===== src/rtl/pipe_result_collector.sv =====
// rtl/pipe_result_collector.sv - result capture FIFO and running statistics behind the arithmetic pipeline
// Issue-aligned valid delay line, FWFT result FIFO, saturating sum/count and sticky drop flag.
module pipe_result_collector #(
  parameter int N     = 10,
  parameter int LAT   = 3,
  parameter int DEPTH = 4,
  parameter int ACC_W = 16
) (
  input  logic             clk,
  input  logic             rst_n,
  input  logic             issue,
  input  logic [N-1:0]     f,
  input  logic             clear,
  output logic [N-1:0]     out_data,
  output logic             out_valid,
  input  logic             out_ready,
  output logic [ACC_W-1:0] acc,
  output logic [7:0]       count,
  output logic             overflow
);

  localparam int PW = (DEPTH > 1) ? $clog2(DEPTH) : 1;
  localparam logic [PW:0]      FIFO_FULL = (PW+1)'(DEPTH);
  localparam logic [PW:0]      FIFO_ONE  = (PW+1)'(1);
  localparam logic [ACC_W-1:0] ACC_MAX   = {ACC_W{1'b1}};

  logic [LAT-1:0]   vld_q, vld_d;
  logic [N-1:0]     mem_q [DEPTH];
  logic [PW-1:0]    wr_ptr_q, wr_ptr_d, rd_ptr_q, rd_ptr_d, rd_next;
  logic [PW:0]      cnt_q, cnt_d;
  logic [N-1:0]     data_q, data_d;
  logic [ACC_W-1:0] acc_q, acc_d, f_ext;
  logic [ACC_W:0]   sum;
  logic [7:0]       count_q, count_d;
  logic             ovf_q, ovf_d;
  logic             cap_v, pop, push;

  always_comb begin
    vld_d[0] = issue;
    for (int i = 1; i < LAT; i++) vld_d[i] = vld_q[i-1];
  end

  assign cap_v   = vld_q[LAT-1];
  assign pop     = (cnt_q != '0) && out_ready;
  // A full FIFO still accepts when the head leaves on the same edge.
  assign push    = cap_v && ((cnt_q != FIFO_FULL) || pop);
  assign rd_next = rd_ptr_q + 1'b1;
  assign f_ext   = {{(ACC_W-N){1'b0}}, f};
  assign sum     = {1'b0, acc_q} + {1'b0, f_ext};

  always_comb begin
    wr_ptr_d = push ? wr_ptr_q + 1'b1 : wr_ptr_q;
    rd_ptr_d = pop ? rd_next : rd_ptr_q;
    cnt_d    = cnt_q;
    if (push && !pop)      cnt_d = cnt_q + FIFO_ONE;
    else if (!push && pop) cnt_d = cnt_q - FIFO_ONE;

    // Head register: last popped value is retained while empty.
    data_d = data_q;
    if (pop) begin
      if (cnt_q > FIFO_ONE) data_d = mem_q[rd_next];
      else if (push)        data_d = f;
    end else if (push && (cnt_q == '0)) begin
      data_d = f;
    end
  end

  always_comb begin
    acc_d   = acc_q;
    count_d = count_q;
    ovf_d   = ovf_q;
    if (clear) begin
      acc_d   = push ? f_ext : '0;
      count_d = push ? 8'd1 : 8'd0;
      ovf_d   = 1'b0;
    end else if (push) begin
      acc_d   = sum[ACC_W] ? ACC_MAX : sum[ACC_W-1:0];
      count_d = (count_q == 8'hFF) ? count_q : count_q + 8'd1;
    end else if (cap_v) begin
      ovf_d = 1'b1;
    end
  end

  always_ff @(posedge clk) begin
    if (push) mem_q[wr_ptr_q] <= f;
  end

  always_ff @(posedge clk) begin
    if (!rst_n) begin
      vld_q    <= '0;
      wr_ptr_q <= '0;
      rd_ptr_q <= '0;
      cnt_q    <= '0;
      data_q   <= '0;
      acc_q    <= '0;
      count_q  <= '0;
      ovf_q    <= 1'b0;
    end else begin
      vld_q    <= vld_d;
      wr_ptr_q <= wr_ptr_d;
      rd_ptr_q <= rd_ptr_d;
      cnt_q    <= cnt_d;
      data_q   <= data_d;
      acc_q    <= acc_d;
      count_q  <= count_d;
      ovf_q    <= ovf_d;
    end
  end

  assign out_data  = data_q;
  assign out_valid = (cnt_q != '0);
  assign acc       = acc_q;
  assign count     = count_q;
  assign overflow  = ovf_q;

endmodule


===== config.mk =====
export PLATFORM = sky130hd
export DESIGN_NAME = pipe_result_collector
export DESIGN_NICKNAME = d
export VERILOG_FILES = /design/src/rtl/pipe_result_collector.sv
export SDC_FILE = /design/constraint.sdc
export NUM_CORES = 1
export LEC_CHECK = 0
export CELL_PAD_IN_SITES_DETAIL_PLACEMENT = 1
export CELL_PAD_IN_SITES_GLOBAL_PLACEMENT = 1
export CORE_ASPECT_RATIO = 0.75
export CORE_MARGIN = 5
export CORE_UTILIZATION = 44
export DETAILED_ROUTE_END_ITERATION = 6
export PLACE_DENSITY = 0.79
export SYNTH_ARGS = -nofsm -noshare
export SYNTH_HDL_FRONTEND = slang
export SYNTH_SLANG_ARGS = --single-unit

===== constraint.sdc =====
create_clock -name clk -period 3 [get_ports clk]
set_clock_uncertainty 0.2 [all_clocks]
set_input_delay 0.6 -clock clk [delete_from_list [all_inputs] [get_ports clk]]
set_output_delay 0.6 -clock clk [all_outputs]
set_load 0.1 [all_outputs]

## Yosys cells after proc, flatten, opt, wreduce, memory -nomap -nowiden

Memory sizes are Yosys's and may differ from the RTL's.
Index checks and enable logic that the tools add are counted.

- Bits in registers: 45
- Bits in latches: 0
- Memory bits (writable): 40
- ROM bits: 0
- Input port bits: 15
- Output and inout port bits: 36
- Logic and storage cells: 55
- Memories: 1

- $add $sub $neg: 6
- Multipliers: 0
- Divide/modulo/power cells: 0
- $lt $le $gt $ge: 1
- Eq/ne operators: 4
- Shift operators: 0
- Multiplexer cells: 16
- Bitwise logic cells: 2
- Reduce and logical (&&, ||, !) cells: 17

Memory list:

| memory | depth | width | read ports | clocked after memory_dff | wr ports | line | RTL |
|---|---|---|---|---|---|---|---|
| mem_q | 4 | 10 | 1 | 0 | 1 | 28 | `logic [N-1:0] mem_q [DEPTH];` |

Operator list:

| kind | count |
|---|---|
| 10-bit 2-to-1 mux | 5 |
| 16-bit 2-to-1 mux | 3 |
| 8-bit 2-to-1 mux | 3 |
| 16-bit by 10-bit adder with 17-bit output | 1 |
| 8-bit by 1-bit adder with 8-bit output (second input constant) | 1 |
| 8-bit equality test (second input constant) | 1 |
| 3-bit 2-to-1 mux | 2 |
| 2-bit AND reduction | 3 |
| 2-bit nonzero test | 3 |
| 1-bit logical AND | 5 |
| 2-bit by 1-bit adder with 2-bit output (second input constant) | 2 |
| 3-bit by 1-bit adder with 3-bit output (second input constant) | 1 |
| 3-bit by 1-bit greater-than comparator with 1-bit output (second input constant) | 1 |
| 3-bit logical NOT | 1 |
| 1-bit 2-to-1 mux | 3 |
| 3-bit by 1-bit != test with 1-bit output (second input constant) | 1 |
| 3-bit != test (second input constant) | 1 |
| 3-bit nonzero test | 1 |
| 3-bit by 1-bit subtractor with 3-bit output (second input constant) | 1 |
| 1-bit logical NOT | 2 |
| 2-bit != test (second input constant) | 1 |
| 1-bit inverter | 2 |
| 2-bit OR reduction | 1 |
| 1-bit logical OR | 1 |

## Depth between registers and ports, before layout

- Word-level depth: 8
- Gate-level depth with buffers: 12

## Worst setup path before layout

Ideal clock, no wire load.

- Path kind: register -> register
- Start: reg cnt_q[0]
- End: reg data_q[0] (netlist: out_data[0])
- Data arrival time: 2.674 ns
- Required time: 2.683 ns
- Setup slack: 0.009 ns
- Stages on the path, launching flop included: 13
- Period minus slack after synthesis: 2.991 ns
- Cells stage by stage: dfxtp_1 -> inv_1 -> ha_1 -> nand2b_1 -> nand2_1 -> inv_1 -> ha_1 -> nand2b_1 -> a22oi_1 -> clkbuf_1 -> nor2_1 -> a21oi_1 -> nor2b_1

- Word-level cells in the longest chain between the ends: 7

Ends and longest elaborated chain:

| what | line | RTL |
|---|---|---|
| from (decl) | 30 | `logic [PW:0] cnt_q, cnt_d;` |
| from (signal assigned) | 102 | `cnt_q <= cnt_d;` |
| 3-bit nonzero test (*) | -- |  |
| net out_valid | 15 | `output logic out_valid,` |
| 1-bit logical AND (*) | 44 | `assign pop = (cnt_q != '0) && out_ready;` |
| 1-bit logical OR | 46 | `assign push = cap_v && ((cnt_q != FIFO_FULL) \|\| pop);` |
| 1-bit logical AND | 46 |  |
| 1-bit logical AND | 63 | `end else if (push && (cnt_q == '0)) begin` |
| 2-bit nonzero test (no line) | -- |  |
| 2-bit AND reduction (no line) | -- |  |
| to (signal assigned) | 103 | `data_q <= data_d;` |
| to (decl) | 31 | `logic [N-1:0] data_q, data_d;` |

The timed path passes the listed nets; every way through them passes the cells marked *.
A chain may end at the register's enable or synchronous reset.

## Worst setup path after layout

- Start: in f[1]
- End: reg acc_q[7] (netlist: acc[7])

- Word-level cells in the longest chain between the ends: 4

Ends and longest elaborated chain:

| what | line | RTL |
|---|---|---|
| from (decl) | 12 | `input logic [N-1:0] f,` |
| 16-bit by 10-bit adder with 17-bit output | 49 | `assign sum = {1'b0, acc_q} + {1'b0, f_ext};` |
| 16-bit 2-to-1 mux | 77 | `acc_d = sum[ACC_W] ? ACC_MAX : sum[ACC_W-1:0];` |
| 16-bit 2-to-1 mux | 76 | `end else if (push) begin` |
| 16-bit 2-to-1 mux | 72 | `if (clear) begin` |
| to (signal assigned) | 95 | `acc_q <= '0;` |
| to (signal assigned) | 104 | `acc_q <= acc_d;` |
| to (decl) | 32 | `logic [ACC_W-1:0] acc_q, acc_d, f_ext;` |

No other way between the ends. The select of a mux whose other input is x is not followed.

==> results_dict.tcl <==
set metrics [dict create \
    status "completed" \
    setup_tns_ns 0 \
    ys_seq_elements 85 \
    viasPerCell 5.41 \
    maxCapViolCount 0 \
    synthesis.area_um2 4130 \
    tightest_slew_ns 0.713 \
    grt_pass1_wl_mm 17.1 \
    ys.flop_type "dfxtp_1" \
    die_x_um 122 \
    worstSetupStartpoint "f[1]" \
    cts_made_buffers 9 \
    insertion_delay_ns 0.34 \
    dieArea_um2 11400 \
    drt-total-wl_mm 10.3 \
    cp-start-kind "input port" \
    fin_nets 473 \
    drt_iter0_drc 151 \
    worstReg2RegEnd "out_data[3]" \
    layout-drive-gt1-share_pct 22.4 \
    fin_crit_sh_pct 93.7 \
    synth_nets 402 \
    reg2reg_depth 12 \
    slew_headroom_pct 52.4 \
    io_pins 51 \
    synthArstFlopShare_pct 0 \
    area_delta_synth_final_pct 24.3 \
    grt_overflow_total 0 \
    synth_cells 365 \
    grt_pass1_vias 3364 \
    syn_area_per_cell_um2 11.3 \
    ys_warn_count 0 \
    antenna_cells 0 \
    die_h_um 93.9 \
    rsz0062_at_grt "false" \
    firstDrtPassIters 4 \
    cts.htree.levels 3 \
    max_freq_mhz 356 \
    cp.required_ns 3.03 \
    setup_slack_ns 0.189 \
    hold_class "flop to flop" \
    io_buffers 50 \
    synth_edf_count 40 \
    crit_path_end_kind "flop" \
    root_buffer "clkbuf_16" \
    antenna_found_initial 0 \
    post_cts_resized 0 \
    place_congestion 0.827 \
    place_hpwl_mm 7.70 \
    finalSetupViolCount 0 \
    critical_path_class "input port to flop" \
    hold_viol_final 0 \
    ir_drop_mv 0.267 \
    yosysSeqAreaShare_pct 50.9 \
    timing.rr.start "cnt_q[0]" \
    postCtsSetupBuffers 0 \
    clock_path_buffers 2 \
    power_density_nw_per_um2 747 \
    nFillCells 976 \
    cts_hold_buf 0 \
    period_minus_slack_ns 2.81 \
    drv_slew 0 \
    cts_tree "done" \
    ant_nets 0 \
    cp.arrival_ns 2.84 \
    clk_pin_slew_worst_paths_ns 0.07 \
    crit_fanout 8 \
    grt_max_degree 27 \
    endpoint "acc[7]" \
    wl_per_cell_um 18.1 \
    initial_core_util_pct 45.3 \
    grt_usage_pct 19.5 \
    power_leakage_nw 2.03 \
    row_count 30 \
    num_vias 3079 \
    dp_slack_ns -0.299 \
    clock_sinks 85 \
    rrSetupSlack_ns 0.49 \
    coreArea_um2 9120 \
    ys_types 54 \
    drc 0 \
]
==> state kept, by name, indices dropped and copies added, names as in the netlist <==
name	flops
count	8
rd_ptr_q	2
cnt_q	3
acc	16
overflow	1
mem_q	40
out_data	10
vld_q	3
wr_ptr_q	2
==> metal layers <==
layer,wire length (µm),GRT usage (%),vias up
met5,0,0,-
met4,106,5.32,0
met3,356,4.70,11
met2,4960,32.2,45
met1,4890,25.7,1540
li1,-,-,1483
==> Yosys cell counts (all sizes together), types with 4 or more instances <==
master | count | area (µm²)
o21ai | 15 | 75.1
inv | 11 | 41.3
and4 | 5 | 43.8
clkbuf | 8 | 30.0
buf | 8 | 45.0
xor2 | 4 | 35.0
xnor2 | 13 | 114
and3 | 7 | 43.8
nand3 | 13 | 65.1
o22ai | 5 | 31.3
ha | 21 | 263
nor3 | 5 | 30.0
nor2 | 30 | 113
dfxtp | 45 | 901
a21oi | 21 | 105
and2 | 9 | 57.6
edfxtp | 40 | 1200
nand2 | 26 | 105
a21boi | 4 | 30.0
nor2b | 13 | 81.3
mux4 | 10 | 225
mux2i | 13 | 130
==> where the power goes <==
group / internal [mW] / switching [mW] / total, mW
registers: 1.30 / 0.104 / 1.40
clock network: 0.656 / 0.481 / 1.14
logic: 0.419 / 0.873 / 1.29
==> through the flow <==
stage	total power, mW	hold slack [ns]	utilization (%)	instances	area (µm²)
final	3.83	0.236	56.2	569	5130
after floorplan	2.40	0.212	-	365	4130
after global placement	2.68	0.214	52.8	553	4820
after global routing	4.03	0.259	56.2	569	5130
after CTS	3.87	0.240	56.2	569	5120
after detailed placement	2.73	0.222	52.8	553	4820
==> cell usage in the layout (no fill, tap or decap), types with 3 or more instances in the layout <==
| cell | Yosys | final |
|---|---|---|
| a21boi_0 | 4 | 4 |
| a21oi_1 | 21 | 21 |
| a31oi_1 | 3 | 3 |
| and2_1 | 8 | 8 |
| and3_1 | 7 | 7 |
| and4_1 | 5 | 5 |
| buf_4 | 0 | 62 |
| clkbuf_16 | 0 | 9 |
| clkdlybuf4s50_1 | 0 | 13 |
| clkinv_4 | 0 | 3 |
| dfxtp_1 | 45 | 45 |
| edfxtp_1 | 40 | 40 |
| ha_1 | 21 | 20 |
| inv_1 | 11 | 11 |
| mux2i_1 | 13 | 13 |
| mux4_2 | 10 | 10 |
| nand2_1 | 25 | 25 |
| nand2b_1 | 3 | 3 |
| nand3_1 | 13 | 13 |
| nor2_1 | 30 | 30 |
| nor2b_1 | 13 | 13 |
| nor3_1 | 4 | 4 |
| o21ai_0 | 14 | 14 |
| o22ai_1 | 5 | 5 |
| o311a_1 | 3 | 3 |
| xnor2_1 | 13 | 13 |
| xor2_1 | 4 | 4 |
==> cells by family (layout without fill, tap and decap cells) <==
kind of cell               after synthesis  in the layout  share of synthesized area, %
xor gates and xnor gates                17             17                          3.61
buffers and inverters                   27            103                          2.82
AOI/OAI and AO/OA                       73             73                          12.4
muxes                                   23             23                          8.61
and+or+nand+nor                        118            118                          14.8
adders and majority gates               22             22                          6.85
DFF                                     85             85                          50.9
==> cell type report <==
cell class	count	area (µm²)	area share (%)
clock buffers	9	225	4.39
flip-flops and latches	85	2100	41.0
multi-input cells	253	1910	37.3
clock inverters	7	81.3	1.59
inverters	11	41.3	0.805
repair buffers	76	608	11.9
well taps	128	160	3.12
==> worst max-delay path, cell delays in order <==
cell and delay (ns):
clkdlybuf4s50_1 0.50, fa_1 0.48, a21o_1 0.24, a221oi_4 0.36, o22a_4 0.23, nand2_4 0.09, o311a_1 0.34
==> worst min path at each step <==
stage | from | end | slack (ns) | cells after the start
floorplan | vld_q[0] | vld_q[1] | 0.21 | 1
global placement | vld_q[0] | vld_q[1] | 0.21 | 1
detailed placement | vld_q[0] | vld_q[1] | 0.22 | 1
CTS | vld_q[1] | vld_q[2] | 0.24 | 1
global route | vld_q[0] | vld_q[1] | 0.26 | 1
finish | vld_q[0] | vld_q[1] | 0.24 | 1
Note: power is estimated with default switching activity, not from simulation.
